## src/rtl/aes_req_arbiter.sv

```systemverilog
// Two-requester arbiter that shares one AES core: round-robin grant, latch, start, capture.
// Optional WAIT-state timeout abort is compiled in with `define AES_ARB_TIMEOUT_EN.
module aes_req_arbiter #(
    parameter int unsigned TIMEOUT_CYCLES = 64
) (
    input  logic         ACLK,
    input  logic         ARSTn,
    input  logic [1:0]   req_i,
    input  logic [255:0] data_i,
    input  logic [1:0]   dec_i,
    input  logic         expanding,
    input  logic         valid_AES,
    input  logic [127:0] busAES,
    output logic         start_AES,
    output logic         decrypt,
    output logic [127:0] busB,
    output logic [1:0]   done_o,
    output logic [127:0] result_o,
    output logic         busy_o,
    output logic         err_o
);

    typedef enum logic [1:0] {StIdle, StIssue, StWait, StDone} state_e;

    state_e       state_q, state_d;
    logic         owner_q, owner_d;
    logic         ptr_q, ptr_d;
    logic         decrypt_q, decrypt_d;
    logic [127:0] busb_q, busb_d;
    logic [127:0] result_q, result_d;
    logic         winner;
    logic         timeout_hit;

    // Contention goes to the round-robin pointer; otherwise the lone requester wins.
    assign winner = (req_i == 2'b11) ? ptr_q : req_i[1];

`ifdef AES_ARB_TIMEOUT_EN
    localparam int unsigned CntW = $clog2(TIMEOUT_CYCLES + 1);

    logic [CntW-1:0] cnt_q, cnt_d;
    logic            err_q, err_d;

    always_comb begin
        cnt_d = cnt_q;
        if (state_q == StIssue) begin
            cnt_d = '0;
        end else if (state_q == StWait) begin
            cnt_d = cnt_q + CntW'(1);
        end
    end

    // Current WAIT cycle is the last one allowed.
    assign timeout_hit = (cnt_q == CntW'(TIMEOUT_CYCLES - 1));
    assign err_d       = (state_q == StWait) && !valid_AES && timeout_hit;
    assign err_o       = err_q;

    always_ff @(posedge ACLK or negedge ARSTn) begin
        if (!ARSTn) begin
            cnt_q <= '0;
            err_q <= 1'b0;
        end else begin
            cnt_q <= cnt_d;
            err_q <= err_d;
        end
    end
`else
    assign timeout_hit = 1'b0;
    assign err_o       = 1'b0;
`endif

    always_comb begin
        state_d   = state_q;
        owner_d   = owner_q;
        ptr_d     = ptr_q;
        decrypt_d = decrypt_q;
        busb_d    = busb_q;
        result_d  = result_q;
        unique case (state_q)
            StIdle: begin
                if ((|req_i) && !expanding) begin
                    owner_d   = winner;
                    busb_d    = winner ? data_i[255:128] : data_i[127:0];
                    decrypt_d = dec_i[winner];
                    state_d   = StIssue;
                end
            end
            StIssue: state_d = StWait;
            StWait: begin
                if (valid_AES) begin
                    result_d = busAES;
                    ptr_d    = ~owner_q;
                    state_d  = StDone;
                end else if (timeout_hit) begin
                    ptr_d   = ~owner_q;
                    state_d = StDone;
                end
            end
            StDone: state_d = StIdle;
            default: state_d = StIdle;
        endcase
    end

    always_ff @(posedge ACLK or negedge ARSTn) begin
        if (!ARSTn) begin
            state_q   <= StIdle;
            owner_q   <= 1'b0;
            ptr_q     <= 1'b0;
            decrypt_q <= 1'b0;
            busb_q    <= '0;
            result_q  <= '0;
        end else begin
            state_q   <= state_d;
            owner_q   <= owner_d;
            ptr_q     <= ptr_d;
            decrypt_q <= decrypt_d;
            busb_q    <= busb_d;
            result_q  <= result_d;
        end
    end

    assign start_AES = (state_q == StIssue);
    assign busy_o    = (state_q != StIdle);
    assign done_o    = (state_q == StDone) ? (owner_q ? 2'b10 : 2'b01) : 2'b00;
    assign decrypt   = decrypt_q;
    assign busB      = busb_q;
    assign result_o  = result_q;

endmodule

```

## config.mk

```make
export PLATFORM = sky130hd
export DESIGN_NAME = aes_req_arbiter
export DESIGN_NICKNAME = d
export VERILOG_FILES = /design/src/rtl/aes_req_arbiter.sv
export SDC_FILE = /design/constraint.sdc
export NUM_CORES = 1
export LEC_CHECK = 0
export ABC_AREA = 1
export CORE_AREA = 3 3 251 253
export DETAILED_ROUTE_END_ITERATION = 8
export DIE_AREA = 0 0 254 256
export HOLD_SLACK_MARGIN = 0.02
export PLACE_DENSITY = 0.55
export SLEW_MARGIN = 25
export SYNTH_ARGS = -nofsm -noshare
export SYNTH_HDL_FRONTEND = slang
export SYNTH_SLANG_ARGS = --single-unit
```

## constraint.sdc

```tcl
create_clock -name ACLK -period 2.4 [get_ports ACLK]
set_input_delay 0.48 -clock ACLK [delete_from_list [all_inputs] [get_ports ACLK]]
set_output_delay 0.48 -clock ACLK [all_outputs]
set_load 0.02 [all_outputs]
```

# Word level (Yosys, flattened, before mapping)
# Index checks and enable logic that the tools add are counted.
[totals] inputBits=392 out_inout_bits=262 wordCells=31 ff_bits=261
[op_classes] n_eq_ne=6 n_lt_le_gt_ge=1 reduce_logical=8 n_mux=9 bitwise=1
[ops] cell="128-bit 2-to-1 mux" n=1
[ops] cell="2-bit 2-to-1 mux" n=4
[ops] cell="2-bit case mux with 4 select lines" n=1
[ops] cell="2-bit == test (second input constant)" n=3
[ops] cell="2-bit AND reduction" n=3
[ops] cell="2-bit != test (second input constant)" n=2
[ops] cell="1-bit 2-to-1 mux" n=3
[ops] cell="2-bit by 1-bit == test with 1-bit output (second input constant)" n=1
[ops] cell="2-bit zero test" n=1
[ops] cell="1-bit by 2-bit < comparator with 1-bit output (second input constant)" n=1
[ops] cell="2-bit nonzero test" n=1
[ops] cell="2-bit OR reduction" n=1
[ops] cell="1-bit logical AND" n=1
[ops] cell="1-bit zero test" n=1
[ops] cell="1-bit NOT" n=1

# Logic depth before layout (Yosys ltp)
[depth] depth_word=4 depth_mapped=8 mapped_depth_nobuf=6

# Worst setup path before layout
# Ideal clock, no wire load.
[synth_timing] kind="register to register" from="register state_q[0]" to="register result_q[109], in the netlist result_o[109]" setup_time_ps=125 required_ps=2275 setup_slack_ps=826 path_buffers=2 arrival_time_ps=1450 period_less_slack_ps=1574 path_stages_with_launch=7 cell_sequence="dfrtp_1 -> inv_1 -> ha_1 -> nand2_1 -> buf_2 -> buf_2 -> mux2_2"
[synth_between] elab_chain_cells=2
[synth_lines] item="from (decl)" line_no="25" rtl="state_e state_q, state_d;"
[synth_lines] item="from (signal assigned)" line_no="105" rtl="state_q <= StIdle;"
[synth_lines] item="from (signal assigned)" line_no="112" rtl="state_q <= state_d;"
[synth_lines] item="2-bit == test" line_no="78" rtl="unique case (state_q)"
[synth_lines] item="2-bit AND reduction (no line)"
[synth_lines] item="to (signal assigned)" line_no="117" rtl="result_q <= result_d;"
[synth_lines] item="to (decl)" line_no="30" rtl="logic [127:0] result_q, result_d;"
# No other way between the ends.
# A chain may end at the register's enable or synchronous reset.

# Worst setup path after layout
[layout_timing] from="register busb_q[24], in the netlist busB[24]" to="output port busB[24]"
[layout_rtl] item="from (decl)" line_no="29" rtl="logic [127:0] busb_q, busb_d;"
[layout_rtl] item="from (signal assigned)" line_no="116" rtl="busb_q <= busb_d;"
[layout_rtl] item="to (decl)" line_no="16" rtl="output logic [127:0] busB,"
# No word-level cell between the ends.

==> run metrics <==
GR Overflow Total 0; Iter 0 DRT Violations 581; routability cong. 0.892; Post-Syn Nets 1684; Die H 256 um; CP Max Fanout 2; synthesized area per cell 9.45 um^2; reg2reg path depth 5; drt via density 4.15; status finished clean; critical path class flip-flop to output pin; Tightest Pin Transition 0.628 ns; Sw Pwr 9.88 mW; Inserted Clock Buffers 31; P&R area growth vs syn 71.7%; CP endpoint kind output pin; delay-heaviest family, CP buffers and inverters; worst hold path class primary input to flip-flop; fin crit period 2.22 ns; period utilization 0.927; Max-Cap Viols 0; Max Transition Viols Final 0; Reg clk slew, reported paths 0.06 ns; Post-Syn Area 0.0122 mm^2; commonest non-fill, non-tap cells in the layout 646 x clkdlybuf4s50_1, 399 x nand2_1, 261 x dfrtp_1; clock power share 0.196; diode count 0; crit path DAT 1.74 ns; remaining antenna violation count after routing 0; Syn Inst Count 1287; die extent in x 254 um; Netlist cell types 22; first-pass GRT wire length 74.9 mm; Setup Total Neg Slack 0 ns; dpl cells 2682; commonest non-fill, non-tap cell in the layout clkdlybuf4s50_1; post-layout net count 2323; Setup Buffers After CTS 0; f_max 0.449 GHz; drt drc 0; static leakage 9.57 nW; Flop pwr share 0.307; clk_skew 0.0119 ns; peak supply drop 0.470 mV; Hold Path Depth 4; # rows 91; Tot GR Track Use 0.149; fill count 6229; # setup viols final 0; WP depth 1; Power Dens Cells 1220 mW/mm^2; Finished Core Util 0.341; Slew HR 0.581; share of cells above drive strength 1 0.0744; CTS max path bufs 3; non-filler cells, final 2740; initial antenna violation count 4; DR vias 11373; switching part of the total 0.387; critical path's largest stage delay 0.82 ns; Initial Utilization 0.199; clock latency on the worst-skew pair 0.57 ns; IO Pins 654; synthesized flop and latch total 261; Root Buffer Master clkbuf_16; WL/cell 18.4 um; drt total wl 50.4 mm; DP HPWL 39.2 mm; core area 0.0613 mm^2; Worst EP required 1.92 ns; DIE AREA 0.0650 mm^2; Hold Vio Cnt, Final 0; Pre-antenna DRT Iters 5; cells along the critical path clkdlybuf4s50_1; CTS H-tree depth 1; yosys warns 0; RSZ-0062 raised after global routing false; Worst Setup Start Kind flip-flop; Slowest cell on crit path clkdlybuf4s50_1; Pwr Total 25.6 mW; CTS tree yes; Worst Path Buf+Inv 1; Num Clock Sinks 261; largest net degree at the start of global routing 75; Port Buffers 652; post-synthesis sequential area ratio 0.537; Logic pwr share 0.497; number of global-route vias before repair 12021; cell-internal power 15.7 mW
[synth_stat cells (all sizes together)]
cell type | instances | area share
ha | 5 | 0.0051
nand3 | 131 | 0.054
o211ai | 1 | 0.0010
o21ai | 2 | 0.0011
clkbuf | 16 | 0.0052
inv | 138 | 0.043
mux2 | 128 | 0.12
dfrtp | 261 | 0.54
conb | 1 | 0.00031
buf | 70 | 0.030
nor2 | 2 | 0.00082
or2 | 1 | 0.00051
nand3b | 129 | 0.080
nand2 | 402 | 0.12
[path summary, 6_finish.rpt]
check | startpoint | end | slack [ns]
hold / removal | req_i[1] | busB[114] | 0.40
setup / recovery | busB[24] | busB[24] | 0.18
setup reg to reg | state_q[0] | result_o[109] | 0.59
max in group asynchronous | ARSTn | result_o[51] | 1.17
hold reg to reg | busB[33] | busB[33] | 0.48
min in group asynchronous | ARSTn | result_o[19] | 0.50
[cell type report]
class,instances,area (um^2),share of cell area
clock buffer,42,907,0.0434
tap,790,988,0.0473
timing repair buffer,692,7040,0.337
multi-input combinational,802,4720,0.226
sequential,261,6530,0.313
clock inverter,15,190,0.00910
inverter,138,518,0.0248
[flip-flops by register name, indices dropped and copies added (netlist names)]
register and count:
busB 128, decrypt 1, owner_q 1, ptr_q 1, result_o 128, state_q 2
[logic make-up (layout without fill, tap and decap cells)]
family | count (synthesis) | count (layout) | share of synthesized area
mux | 128 | 128 | 0.118
other cells | 1 | 1 | 0.000308
simple gates | 665 | 665 | 0.259
fa+ha+maj | 5 | 5 | 0.00514
flops | 261 | 261 | 0.537
compound gates | 3 | 3 | 0.00216
buf+inv | 224 | 887 | 0.0781
[routing by layer]
layer / track usage / routed length [um] / up-vias
li1: - / - / 5359
met1: 0.163 / 18300 / 5407
met2: 0.271 / 25500 / 515
met3: 0.0457 / 4710 / 84
met4: 0.0518 / 1880 / 8
met5: 0 / 56 / -
[power by group through the flow]
stage | sequential, mW | combinational [mW] | clock (mW)
6_report | 7.85 | 12.7 | 5.00
2_1_floorplan | 10.4 | 3.30 | 0
3_5_place_dp | 7.89 | 12.9 | 0
3_3_place_gp | 7.85 | 12.8 | 0
5_1_grt | 8.12 | 13.6 | 5.33
4_1_cts | 7.87 | 12.9 | 5.15
[metrics by stage]
| step | area, um^2 | worst slack, ns | hold slack (ns) |
|---|---|---|---|
| 6_report | 20900 | 0.175 | 0.402 |
| 5_1_grt | 20900 | 0.0212 | 0.377 |
| 2_1_floorplan | 12200 | 0.826 | 0.184 |
| 3_3_place_gp | 19800 | 0.312 | 0.462 |
| 4_1_cts | 20900 | 0.0325 | 0.354 |
| 3_5_place_dp | 19800 | 0.291 | 0.465 |
[repair_timing]
action	4_1_cts	5_1_grt
setup endpoints to repair	4	1
resized for setup	4	2
hold buffers	1	0
endpoints found under the hold margin	58	0
pin swaps	0	0
Note: power is estimated with default switching activity, not from simulation.
